===== src/rtl/dcc_cmd_if.sv =====
// Command-scheduler bus: slot table writes/clears, estop level, engine packet
// counter in; loaded command word and slot status out.
interface dcc_cmd_if #(
  parameter int NUM_SLOTS = 8,
  parameter int SLOT_W    = 3
);
  logic                 wr_en;
  logic [SLOT_W-1:0]    wr_slot;
  logic [7:0]           wr_addr;
  logic [7:0]           wr_instr;
  logic                 clr_en;
  logic [SLOT_W-1:0]    clr_slot;
  logic                 estop;
  logic [9:0]           cmd_index;
  logic [31:0]          cmd_word;
  logic [NUM_SLOTS-1:0] active_mask;
  logic                 urgent_pending;

  modport master (
    output wr_en, wr_slot, wr_addr, wr_instr, clr_en, clr_slot, estop, cmd_index,
    input  cmd_word, active_mask, urgent_pending
  );

  modport slave (
    input  wr_en, wr_slot, wr_addr, wr_instr, clr_en, clr_slot, estop, cmd_index,
    output cmd_word, active_mask, urgent_pending
  );
endinterface


===== src/rtl/dcc_cmd_scheduler.sv =====
// DCC command scheduler: picks estop / urgent / round-robin refresh / idle per
// packet and holds the 32-bit command word stable for the packet engine.
//   state  | meaning
//   WAIT   | hold cmd_word, wait for a cmd_index change (or a queued one)
//   SELECT | arbitrate and capture the next word
//   LOAD   | present the captured word on cmd_word
module dcc_cmd_scheduler #(
  parameter int         NUM_SLOTS   = 8,
  parameter int         SLOT_W      = 3,
  parameter int         REPEAT      = 3,
  parameter int         URG_MAX     = 4,
  parameter logic [7:0] ESTOP_INSTR = 8'h61
) (
  input logic       clk,
  input logic       reset_n,
  dcc_cmd_if.slave  bus
);
  localparam int          URG_W      = $clog2(URG_MAX + 1);
  localparam logic [31:0] IDLE_WORD  = 32'h0200_FF00;
  localparam logic [31:0] ESTOP_WORD = 32'h0400_0000 | {24'h0, ESTOP_INSTR};

  typedef enum logic [1:0] {S_WAIT, S_SELECT, S_LOAD} state_t;

  state_t               state;
  logic [NUM_SLOTS-1:0] valid;
  logic [7:0]           addr_tbl  [NUM_SLOTS];
  logic [7:0]           instr_tbl [NUM_SLOTS];
  logic [2:0]           pend      [NUM_SLOTS];
  logic [SLOT_W-1:0]    rr_ptr;
  logic [URG_W-1:0]     urg_cnt;
  logic [9:0]           idx_q;
  logic                 adv_pend;
  logic [31:0]          sel_word;
  logic [31:0]          word_q;

  logic                 adv;
  logic                 pend_any;
  logic [SLOT_W-1:0]    pend_slot;
  logic                 rr_any;
  logic [SLOT_W-1:0]    rr_slot;
  logic [SLOT_W-1:0]    cand;

  assign adv = (bus.cmd_index != idx_q);

  // Descending loops so the last hit is the lowest index / nearest after rr_ptr.
  always_comb begin
    pend_any  = 1'b0;
    pend_slot = '0;
    rr_any    = 1'b0;
    rr_slot   = '0;
    cand      = '0;
    for (int i = NUM_SLOTS - 1; i >= 0; i--) begin
      if (pend[i] != 3'd0) begin
        pend_any  = 1'b1;
        pend_slot = SLOT_W'(i);
      end
    end
    for (int i = NUM_SLOTS; i >= 1; i--) begin
      cand = rr_ptr + SLOT_W'(i);
      if (valid[cand]) begin
        rr_any  = 1'b1;
        rr_slot = cand;
      end
    end
  end

  assign bus.active_mask    = valid;
  assign bus.urgent_pending = pend_any;
  assign bus.cmd_word       = word_q;

  function automatic logic [31:0] slot_word(input logic [SLOT_W-1:0] s, input logic urg);
    return {7'b0, urg, 8'(s), addr_tbl[s], instr_tbl[s]};
  endfunction

  always_ff @(posedge clk) begin
    if (!reset_n) begin
      state    <= S_WAIT;
      valid    <= '0;
      for (int i = 0; i < NUM_SLOTS; i++) begin
        addr_tbl[i]  <= '0;
        instr_tbl[i] <= '0;
        pend[i]      <= '0;
      end
      rr_ptr   <= '0;
      urg_cnt  <= '0;
      idx_q    <= bus.cmd_index;
      adv_pend <= 1'b0;
      sel_word <= IDLE_WORD;
      word_q   <= IDLE_WORD;
    end else begin
      idx_q <= bus.cmd_index;
      case (state)
        S_WAIT: begin
          if (adv || adv_pend) begin
            state    <= S_SELECT;
            adv_pend <= 1'b0;
          end
        end
        S_SELECT: begin
          if (adv) adv_pend <= 1'b1;
          state <= S_LOAD;
          if (bus.estop) begin
            sel_word <= ESTOP_WORD;
          end else if (pend_any && (urg_cnt < URG_W'(URG_MAX))) begin
            sel_word        <= slot_word(pend_slot, 1'b1);
            pend[pend_slot] <= pend[pend_slot] - 3'd1;
            urg_cnt         <= urg_cnt + URG_W'(1);
          end else if (rr_any) begin
            sel_word <= slot_word(rr_slot, 1'b0);
            rr_ptr   <= rr_slot;
            urg_cnt  <= '0;
          end else begin
            sel_word <= IDLE_WORD;
            urg_cnt  <= '0;
          end
        end
        S_LOAD: begin
          if (adv) adv_pend <= 1'b1;
          word_q <= sel_word;
          state  <= S_WAIT;
        end
        default: state <= S_WAIT;
      endcase
      // Table updates come last so a write overrides the SELECT decrement
      // and a clear overrides a write to the same slot.
      if (bus.wr_en) begin
        valid[bus.wr_slot]     <= 1'b1;
        addr_tbl[bus.wr_slot]  <= bus.wr_addr;
        instr_tbl[bus.wr_slot] <= bus.wr_instr;
        pend[bus.wr_slot]      <= 3'(REPEAT);
      end
      if (bus.clr_en) begin
        valid[bus.clr_slot] <= 1'b0;
        pend[bus.clr_slot]  <= 3'd0;
      end
    end
  end
endmodule


===== src/flat_wrapper.sv =====
// flat-port wrapper written by rule: the top's interface ports become plain ports
module dcc_cmd_scheduler_flat 
#(
  parameter int         NUM_SLOTS   = 8,
  parameter int         SLOT_W      = 3,
  parameter int         REPEAT      = 3,
  parameter int         URG_MAX     = 4,
  parameter logic [7:0] ESTOP_INSTR = 8'h61
)
  (clk, reset_n, bus_wr_en, bus_wr_slot, bus_wr_addr, bus_wr_instr, bus_clr_en, bus_clr_slot, bus_estop, bus_cmd_index, bus_cmd_word, bus_active_mask, bus_urgent_pending);
  dcc_cmd_if #(.NUM_SLOTS(NUM_SLOTS), .SLOT_W(SLOT_W)) bus_i ();
  input logic clk;
  input logic reset_n;
  input wire logic [$bits(bus_i.wr_en)-1:0] bus_wr_en;
  input wire logic [$bits(bus_i.wr_slot)-1:0] bus_wr_slot;
  input wire logic [$bits(bus_i.wr_addr)-1:0] bus_wr_addr;
  input wire logic [$bits(bus_i.wr_instr)-1:0] bus_wr_instr;
  input wire logic [$bits(bus_i.clr_en)-1:0] bus_clr_en;
  input wire logic [$bits(bus_i.clr_slot)-1:0] bus_clr_slot;
  input wire logic [$bits(bus_i.estop)-1:0] bus_estop;
  input wire logic [$bits(bus_i.cmd_index)-1:0] bus_cmd_index;
  output wire logic [$bits(bus_i.cmd_word)-1:0] bus_cmd_word;
  output wire logic [$bits(bus_i.active_mask)-1:0] bus_active_mask;
  output wire logic [$bits(bus_i.urgent_pending)-1:0] bus_urgent_pending;
  assign bus_i.wr_en = bus_wr_en;
  assign bus_i.wr_slot = bus_wr_slot;
  assign bus_i.wr_addr = bus_wr_addr;
  assign bus_i.wr_instr = bus_wr_instr;
  assign bus_i.clr_en = bus_clr_en;
  assign bus_i.clr_slot = bus_clr_slot;
  assign bus_i.estop = bus_estop;
  assign bus_i.cmd_index = bus_cmd_index;
  assign bus_cmd_word = bus_i.cmd_word;
  assign bus_active_mask = bus_i.active_mask;
  assign bus_urgent_pending = bus_i.urgent_pending;
  dcc_cmd_scheduler #(.NUM_SLOTS(NUM_SLOTS), .SLOT_W(SLOT_W), .REPEAT(REPEAT), .URG_MAX(URG_MAX), .ESTOP_INSTR(ESTOP_INSTR)) u_core (.clk(clk), .reset_n(reset_n), .bus(bus_i));
endmodule

===== config.mk =====
export PLATFORM = sky130hd
export DESIGN_NAME = dcc_cmd_scheduler_flat
export DESIGN_NICKNAME = d
export VERILOG_FILES = /design/src/rtl/dcc_cmd_if.sv /design/src/rtl/dcc_cmd_scheduler.sv /design/src/flat_wrapper.sv
export SDC_FILE = /design/constraint.sdc
export NUM_CORES = 1
export LEC_CHECK = 0
export CAP_MARGIN = 40
export CELL_PAD_IN_SITES_DETAIL_PLACEMENT = 1
export CELL_PAD_IN_SITES_GLOBAL_PLACEMENT = 1
export CORE_MARGIN = 2
export CORE_UTILIZATION = 32
export CTS_BUF_LIST = sky130_fd_sc_hd__clkbuf_16
export DETAILED_ROUTE_END_ITERATION = 10
export GPL_TIMING_DRIVEN = 0
export PLACE_DENSITY_LB_ADDON = 0.1
export RECOVER_POWER = 100
export SKIP_CTS_REPAIR_TIMING = 1
export SLEW_MARGIN = 20
export SYNTH_ARGS = -nofsm -noshare
export SYNTH_HDL_FRONTEND = slang
export SYNTH_SLANG_ARGS = --single-unit

===== constraint.sdc =====
create_clock -name clk -period 4.95 [get_ports clk]
set_clock_uncertainty 0.15 [all_clocks]
set_input_delay 0.99 -clock clk [delete_from_list [all_inputs] [get_ports clk]]
set_output_delay 0.99 -clock clk [all_outputs]
set_load 0.03 [all_outputs]

Word-level counts from Yosys, hierarchy flattened --
Memories as Yosys holds them, arrays and structs flattened. Cells that the tools add are included.
Storage, ports and cells: memories 3, bits in writable memories 152, output and inout port bits 41, input bits 37, bits in registers 91
Memories:
- u_core.addr_tbl | words 8, bits a word 8, read ports 2, clocked after Yosys merged registers in 0, wr ports 8, line dcc_cmd_scheduler.sv:26 | logic [7:0] addr_tbl [NUM_SLOTS];
- u_core.instr_tbl | words 8, bits a word 8, read ports 2, clocked after Yosys merged registers in 0, wr ports 8, line dcc_cmd_scheduler.sv:27 | logic [7:0] instr_tbl [NUM_SLOTS];
- u_core.pend | words 8, bits a word 3, read ports 9, clocked after Yosys merged registers in 0, wr ports 8, line dcc_cmd_scheduler.sv:28 | logic [2:0] pend [NUM_SLOTS];
Operators by class: reduce and logical (&&, ||, !) cells 23, $add $sub $neg 9, eq/ne operators 5, order comparisons 13, muxes and demuxes 91, bitwise operators 5
Operators with widths (count):
- 3-bit two-way mux | 25
- 32-bit two-way mux | 2
- 1-bit two-way mux | 45
- 3-bit by 4-bit < comparator with 1-bit output, second input constant | 10
- 8-bit two-way mux | 5
- 26-bit two-way mux | 1
- 1-bit binary-select mux with 3-bit select | 8
- 3-bit nonzero test | 8
- 8-bit OR reduction | 2
- 3-bit adder, second input constant | 4
- 10-bit inequality test | 1
- 3-bit OR reduction | 3
- 8-bit bitwise AND | 1
- 8-bit NOT | 1
- 8-bit bitwise OR | 1
- 3-bit by 1-bit adder with 3-bit output, second input constant | 2
- 3-bit by 2-bit adder with 3-bit output, second input constant | 2
- 1-bit demux with 3-bit select | 2
- 3-bit by 1-bit greater-or-equal comparator with 1-bit output, second input constant | 2
- 2-bit by 1-bit inequality test with 1-bit output, second input constant | 2
- 2-bit case mux with 2 select lines | 1
- 4-bit AND reduction | 1
- 1-bit logical AND | 3
- 3-bit < comparator, second input constant | 1
- other kinds (12) | 13

Logic depth before layout (Yosys ltp) --
Gate-level depths: netlist of the first run. An unclocked memory read counts as a cell.
word-level depth 18, gate-level depth with buffers 17, mapped depth without buffers 11

Worst setup path before layout of the first run --
OpenSTA, ideal clock, no wires.
path type reg-to-reg, start point register u_core.rr_ptr[1], end point register u_core.sel_word[2], data required time 4.674 ns, buffers on the path 6, clock period less this slack 3.703 ns, setup slack 1.247 ns, cell stages (with the launch flop) 18, data arrival time 3.427 ns, path through dfxtp_1 > buf_6 > buf_2 > inv_1 > ha_1 > buf_4 > buf_4 > mux4_2 > mux2i_4 > mux2i_2 > nand3_1 > o2bb2ai_4 > buf_6 > buf_6 > mux2i_1 > mux2i_1 > a22oi_1 > nand3_1
On the way: cells in the longest elaborated chain, start to end 14, elaborated cells between the ends (all ways) 43
Ends and longest elaborated chain:
- start, declared | line dcc_cmd_scheduler.sv:29 | logic [SLOT_W-1:0] rr_ptr;
- start signal, assigned | line dcc_cmd_scheduler.sv:110 | rr_ptr <= rr_slot;
- 3-bit adder / 1-bit binary-select mux with 3-bit select (equally long branches) | line dcc_cmd_scheduler.sv:59, dcc_cmd_scheduler.sv:60
- 1-bit binary-select mux with 3-bit select / 1-bit two-way mux (equally long branches) | line dcc_cmd_scheduler.sv:60 | if (valid[cand]) begin
- 1-bit two-way mux (implied by the code) / 3-bit two-way mux (equally long branches) | line dcc_cmd_scheduler.sv:60
- 3-bit two-way mux (7 in a row) | line dcc_cmd_scheduler.sv:60
- memory 8 x 8 bit
- 26-bit two-way mux * | line dcc_cmd_scheduler.sv:108 | end else if (rr_any) begin
- 32-bit two-way mux * | line dcc_cmd_scheduler.sv:104 | end else if (pend_any && (urg_cnt < URG_W'(URG_MAX))) begin
- 32-bit two-way mux * | line dcc_cmd_scheduler.sv:102 | if (bus.estop) begin
- end signal, assigned | line dcc_cmd_scheduler.sv:105 | sel_word <= slot_word(pend_slot, 1'b1);
- end signal, assigned | line dcc_cmd_scheduler.sv:109 | sel_word <= slot_word(rr_slot, 1'b0);
- end, declared | line dcc_cmd_scheduler.sv:33 | logic [31:0] sel_word;
Mark *: on every way between the ends. The rest lies on a longest branch, timed or not. The select of a mux whose other input is x is not followed. A chain may end at the register's enable or synchronous reset.

==> results of run 1 <==
-- layout make-up --
type                            instances  area (sq um)  share of cell area (%)
Clock inverter                         23         103.9                  0.7119
Sequential cell                       223          5746                   39.39
Antenna cell                            1         2.502                 0.01715
Clock buffer                           29         725.7                   4.975
Timing Repair Buffer                   94         817.0                   5.601
Multi-Input combinational cell        845          5952                   40.80
Inverter                               27         101.3                  0.6947
Tap cell                              511         639.4                   4.383
Buffer                                 90         500.5                   3.431
-- logic make-up (layout without fill, tap and decap cells) --
kind of cell	Yosys count	in the layout	share of synthesized area, %
buffers and inverters	117	263	4.917
adder cells (fa/ha/maj)	10	10	1.016
AO/OA/AOI/OAI	226	226	13.04
AND/OR/NAND/NOR	436	436	18.84
other	1	11	0.03045
multiplexers	150	150	14.31
XOR/XNOR	13	13	1.199
flip-flops	223	223	46.65
-- worst max path at each step --
stage,depth (start not counted),slack (ns),startpoint,end
3_5_place_dp,17,0.40,u_core.rr_ptr[1],u_core.sel_word[7]
3_3_place_gp,3,-0.69,bus_wr_en,u_core.addr_tbl[1][3]
2_1_floorplan,17,1.25,u_core.rr_ptr[1],u_core.sel_word[2]
5_1_grt,17,0.06,u_core.rr_ptr[1],u_core.sel_word[7]
6_report,12,0.32,u_core.pend[0][0],u_core.pend[6][1]
4_1_cts,17,0.39,u_core.rr_ptr[1],u_core.sel_word[7]
-- cell usage after synthesis (11+ instances only) --
master | number | area, sq um
a21oi_1 | 24 | 120.1
a31oi_1 | 11 | 68.82
and2_1 | 98 | 613.1
and3_1 | 41 | 256.5
buf_4 | 13 | 97.59
buf_6 | 11 | 123.9
clkbuf_1 | 56 | 210.2
dfxtp_1 | 95 | 1902
edfxtp_1 | 128 | 3844
inv_1 | 26 | 97.59
mux2i_1 | 120 | 1201
mux4_2 | 17 | 382.9
nand2_1 | 74 | 277.8
nand3_1 | 40 | 200.2
nor2_1 | 82 | 307.8
nor2b_1 | 29 | 181.4
nor3_1 | 19 | 95.09
o21ai_0 | 44 | 220.2
o21ai_1 | 11 | 55.05
o22ai_1 | 36 | 225.2
-- power by group --
group | switching [mW] | leakage, nW | total [mW] | internal (mW)
combinational | 0.992 | 3.29 | 1.50 | 0.504
sequential | 0.0777 | 2.01 | 2.16 | 2.08
clock | 0.816 | 0.442 | 1.87 | 1.05
-- critical path: cells and delay by family, from the launching register on --
family	cells	cell delay (ns)
flip-flops	1	0.37
AND/OR/NAND/NOR	5	1.34
buffers and inverters	2	0.91
adder cells (fa/ha/maj)	1	0.27
AO/OA/AOI/OAI	4	1.47
-- metrics by stage --
stage          power, mW  std cells  hold slack (ns)  setup TNS, ns  setup slack (ns)
6_report           5.521       1843           0.3181              0            0.3200
5_1_grt            5.740       1842           0.3389              0           0.06099
4_1_cts            5.586       1837           0.3171              0            0.3890
3_5_place_dp       3.712       1785           0.3030              0            0.3992
3_3_place_gp       3.655       1761           0.2942         -34.12           -0.6904
2_1_floorplan      3.077       1185           0.2763              0             1.247
-- sequential cells by signal (all words and copies together) (netlist names), 2 cells and up --
register                flops
u_core.idx_q               10
u_core.bus.active_mask      8
u_core.sel_word            22
u_core.urg_cnt              3
u_core.state                2
u_core.bus.cmd_word        22
u_core.rr_ptr               3
u_core.pend                24
u_core.addr_tbl            64
u_core.instr_tbl           64
-- metal layers --
metal | vias up | share of wire, % | track usage [%]
met4 | 0 | 2.9 | 7.489
met2 | 288 | 48 | 39.40
met3 | 87 | 5.1 | 3.726
li1 | 4597 | - | -
met5 | - | 0 | 0
met1 | 5132 | 44 | 31.19
==> results by group, run 1 <==
Timing
  • Worst-margin pin slew: around 1.8 ns
  • RSZ-0062 raised after global routing: no
  • Max Freq: 0.2160 GHz
  • Final max-slew violation count: 16
  • Ratio of final minimum period to clock period: roughly 94%
  • Min Tclk post-route: 4.630 ns
  • Final Hold Vio Count: 0
  • Setup Viol. Count Final: 0
  • Relative slew slack: -19.40%

Detailed routing
  • # DRC: 0
  • Vias per cell: roughly 5.5
  • Wirelength per Cell: between 20 and 30 um
  • Drt first pass iters: 5
  • Final ANT Viol Nets: 0
  • Initial DRC count: between 700 and 800
  • Via count: ~10000
  • Detailed Route WL: between 40000 and 50000 um

Final layout
  • Cell area after layout: 14590 sq um
  • Nets: around 1400
  • Commonest non-fill, non-tap cell in the layout: edfxtp_1
  • Utilization after layout: roughly 39%
  • Most frequent cells in the layout: edfxtp_1 (128), mux2i_1 (121), dfxtp_1 (95)
  • Layout cells sized above 1: around a tenth
  • Area Overhead vs Synth: 18.45%
  • Layout fillers: between 4000 and 5000

Placement
  • Port buffer count: 65
  • Dpl hpwl: 33980 um
  • GP Congestion: between 0.8 and 0.9
  • Area after DPL: between 10000 and 15000 sq um

Floorplanning
  • CORE AREA: 37760 sq um
  • Height of the die: 200.2 um
  • DIE WIDTH: 200.2 um
  • Die ar.: approximately 40000 sq um
  • Cell Rows: between 70 and 80
  • Initial Util: between 30% and 40%
  • IO Pins: 78

Hold path
  • Worst Hold Depth: 2
  • Hold EP: u_core.bus.cmd_word[14]
  • Class of the worst hold path: flip-flop to flip-flop
  • Hold Startpoint: u_core.bus.cmd_word[14]

Global routing
  • Grt ovf: 0
  • Initial antenna violation count: 1
  • Largest net degree at the start of global routing: 15
  • Total GRT Usage: between 20% and 30%
  • Vias in the first global route: roughly 10000
  • First-pass GRT wire length: 69950 um

Power
  • Leakage: around 5.7 nW
  • PwrDens: approximately 380 nW/um^2
  • Worst vdd ir: around 0.25 mV

Critical path
  • WS Path Type: flip-flop to flip-flop
  • Worst R2R Path Depth: 12
  • Startpoint Class: flip-flop
  • Critical Path RT: between 5 and 6 ns
  • Critical R2R Capture: u_core.pend[6][1]
  • Critical Path Fanout Max: 8
  • Crit path top cell by count: nor2_1
  • Slowest cell on crit path: a21boi_0
  • R2r setup slk: between 0.3 and 0.4 ns
  • CP arrival: just under 5 ns
  • CP cell instances: or3_1, nor4_2, a21boi_0, clkbuf_1, a21oi_1, nor2_1, a211oi_1, ha_1, clkbuf_1, nor2_1, a311oi_1, nor2_1
  • Worst path max stage delay: between 0.9 and 1 ns
  • Element type at the critical path end: flip-flop
  • RR Startpoint: u_core.pend[0][0]

Run status
  • Status: finished, violations left
  • Failing checks: capacitance limit, slew limit

Synthesis
  • Async SR Flop Fraction: 0%
  • Avg Inst Size Synth: between 10 and 15 sq um
  • Post-synth cell types: 91
  • EDFF count, synth: approximately 130
  • Synth Flop Type: edfxtp_1
  • Synthesis Warnings: 0
  • FF+latch count, synth: ~220
  • Mapped Cells: ~1200
  • Synth Cell Area: between 10000 and 15000 sq um
  • Sequential area share after synthesis: a little under half

Clock tree
  • Reg clk slew, reported paths: 0.06 ns
  • CTS tree: yes
  • Clock Tree Buf Depth: 3
  • Worst-skew pair later-pin latency: approximately 0.56 ns
  • H-tree depth: 1
  • Root Buffer: clkbuf_16
  • CTS Sinks: between 200 and 250
  • CTS Buf Count: 28

Job
  • Max-cap check violation count: 2
No activity file was read; power rests on OpenSTA's default activity.
==> run 2: changes to the inputs <==
==> constraint.sdc (replaced) <==
create_clock -name clk -period 5.91 [get_ports clk]
set_clock_uncertainty 0.15 [all_clocks]
set_input_delay 1.182 -clock clk [delete_from_list [all_inputs] [get_ports clk]]
set_output_delay 1.182 -clock clk [all_outputs]
set_load 0.03 [all_outputs]
==> run 2 against run 1 <==
  * The run still ends with capacitance limit, slew limit left
  * Global-route usage unchanged
  * Cell count unchanged
  * Largest cell class unchanged
  * Total power decreased by 16%
  * Critical endpoint is now u_core.sel_word[18]
  * Worst hold slack got worse by 0.0033 ns
  * Die area unchanged
  * Non-clock buffer count unchanged
  * Clock power decreased by 16%
  * Highest routed layer unchanged
  * Register-to-register slack improved by 0.57 ns
  * Utilization about the same
  * Routed wire length about the same
==> results by group, run 2 (synthesis results as in run 1) <==
Detailed routing
  • Final ANT Viol Nets: 0
  • Detailed Route WL: between 40000 and 50000 um
  • Wirelength per Cell: 25.95 um
  • # DRC: 0
  • Vias per cell: around 5.5
  • Initial DRC count: 699
  • Drt first pass iters: 5
  • Via count: ~10000

Power
  • PwrDens: ~320 nW/um^2
  • Tot Pwr: roughly 4.6 mW
  • Leakage: about 5.7 nW
  • Worst vdd ir: between 0.2 and 0.25 mV

Critical path
  • Slowest cell on crit path: clkbuf_1
  • Critical Path Source: u_core.rr_ptr[1]
  • RR Startpoint: u_core.rr_ptr[1]
  • CP bufs+invs: 5
  • R2r setup slk: roughly 0.89 ns
  • Crit path top cell by count: clkbuf_1
  • Element type at the critical path end: flip-flop
  • CP arrival: between 5 and 6 ns
  • Family with the most delay on the worst path: buffers and inverters
  • WS Path Type: flip-flop to flip-flop
  • Critical Path RT: 6.20 ns
  • Worst path max stage delay: just under 0.8 ns
  • Critical Path Fanout Max: 10
  • Startpoint Class: flip-flop
  • CP cell instances: buf_6, clkbuf_1, inv_1, ha_1, buf_4, mux4_2, a221oi_1, o211ai_1, a211oi_2, o21a_2, clkbuf_1, o22ai_1, a32o_1

Hold path
  • Class of the worst hold path: flip-flop to flip-flop
  • Hold Startpoint: u_core.sel_word[24]

Final layout
  • Top Registers: u_core.addr_tbl x64, u_core.instr_tbl x64, u_core.pend x24
  • Nets: 1356
  • Cell area after layout: 14580 sq um
  • Area Overhead vs Synth: 18.41%
  • Post-route insts no fill: 1843
  • Utilization after layout: between 30% and 40%
  • Most frequent cells in the layout: edfxtp_1 (128), mux2i_1 (122), dfxtp_1 (95)
  • Layout cells sized above 1: between 9 and 10%
  • Commonest non-fill, non-tap cell in the layout: edfxtp_1
  • Layout fillers: about 4200

Timing
  • RSZ-0062 raised after global routing: no
  • Min Tclk post-route: around 5.0 ns
  • Worst-margin pin slew: ~1.8 ns
  • Hold_ws: around 0.31 ns
  • Final max-slew violation count: 16
  • Setup Viol. Count Final: 0
  • Final Hold Vio Count: 0
  • Max Freq: around 0.20 GHz
  • Ratio of final minimum period to clock period: 84.87%
  • Final worst slack: slightly below 0.9 ns
  • Relative slew slack: -18.94%
  • TNS Setup: 0 ns

Clock tree
  • CTS tree: yes
  • CTS Sinks: roughly 220
  • Root Buffer: clkbuf_16
  • H-tree depth: 1
  • Worst-skew pair later-pin latency: 0.56 ns
  • CTS Buf Count: 28
  • Clock Tree Buf Depth: 3
  • Reg clk slew, reported paths: about 0.060 ns

Floorplanning
  • Height of the die: 200.2 um
  • DIE WIDTH: roughly 200 um
  • IO Pins: between 70 and 80
  • CORE AREA: about 38000 sq um
  • Die ar.: ~40000 sq um
  • Initial Util: 32.62%
  • Cell Rows: a little over 70

Placement
  • Dpl hpwl: roughly 34000 um
  • Area after DPL: ~14000 sq um
  • Port buffer count: 65
  • Cells after DPL: around 1800
  • Setup Slack @ Placement: 1.359 ns
  • GP Congestion: 0.8483

Job
  • Max-cap check violation count: 2

Global routing
  • Vias in the first global route: 10475
  • Total GRT Usage: between 20% and 30%
  • Largest net degree at the start of global routing: 15
  • First-pass GRT wire length: 69950 um
  • Initial antenna violation count: 1
  • Grt ovf: 0

Run status
  • Status: finished, violations left
  • Failing checks: capacitance limit, slew limit
run 2: cell types whose count changed in the layout (fill, tap and decap cells not counted), moves of 2 or more:
| cell | change |
|---|---|
| o21ai_1 | -4 |
| o311ai_0 | +2 |
| o21ai_0 | +4 |
| clkbuf_1 | +2 |
| buf_2 | -2 |
| o311ai_1 | -2 |
run 2: per-layer routing:
metal | vias up | part of all wire (%) | GRT usage [%]
met1 | 5101 | 44 | 31.19
met5 | - | 0 | 0
met3 | 87 | 5.3 | 3.726
met4 | 0 | 2.9 | 7.489
met2 | 286 | 48 | 39.40
li1 | 4596 | - | -
run 2: report_power, final:
| part | internal [mW] | total [mW] | switching, mW |
|---|---|---|---|
| Clock | 0.881 | 1.57 | 0.685 |
| Sequential | 1.74 | 1.81 | 0.0653 |
| Combinational | 0.420 | 1.25 | 0.832 |
| Total | 3.04 | 4.62 | 1.58 |
run 2: worst paths after layout:
check	end	cells past startpoint
worst max-delay path	u_core.sel_word[18]	13
worst min-delay path	u_core.sel_word[24]	1
worst max register to register	u_core.sel_word[18]	13
worst min register to register	u_core.sel_word[24]	1
run 2: layout make-up:
cell class	instances	area (sq um)	share of cell area, %
clock buffer	29	725.7	4.976
timing repair buffer	94	817.0	5.603
clock inverter	23	103.9	0.7121
tap	511	639.4	4.384
inverter	27	101.3	0.6950
multi-input combinational	845	5946	40.77
antenna	1	2.502	0.01716
buffer	90	501.7	3.441
sequential	223	5746	39.40
run 2: worst register-to-register path, stage by stage, from the launching register on:
cell      delay, ns
dfxtp_1        0.44
buf_6          0.20
clkbuf_1       0.44
inv_1          0.23
ha_1           0.33
buf_4          0.17
mux4_2         0.56
a221oi_1       0.44
o211ai_1       0.17
a211oi_2       0.28
o21a_2         0.27
clkbuf_1       0.77
o22ai_1        0.20
a32o_1         0.25
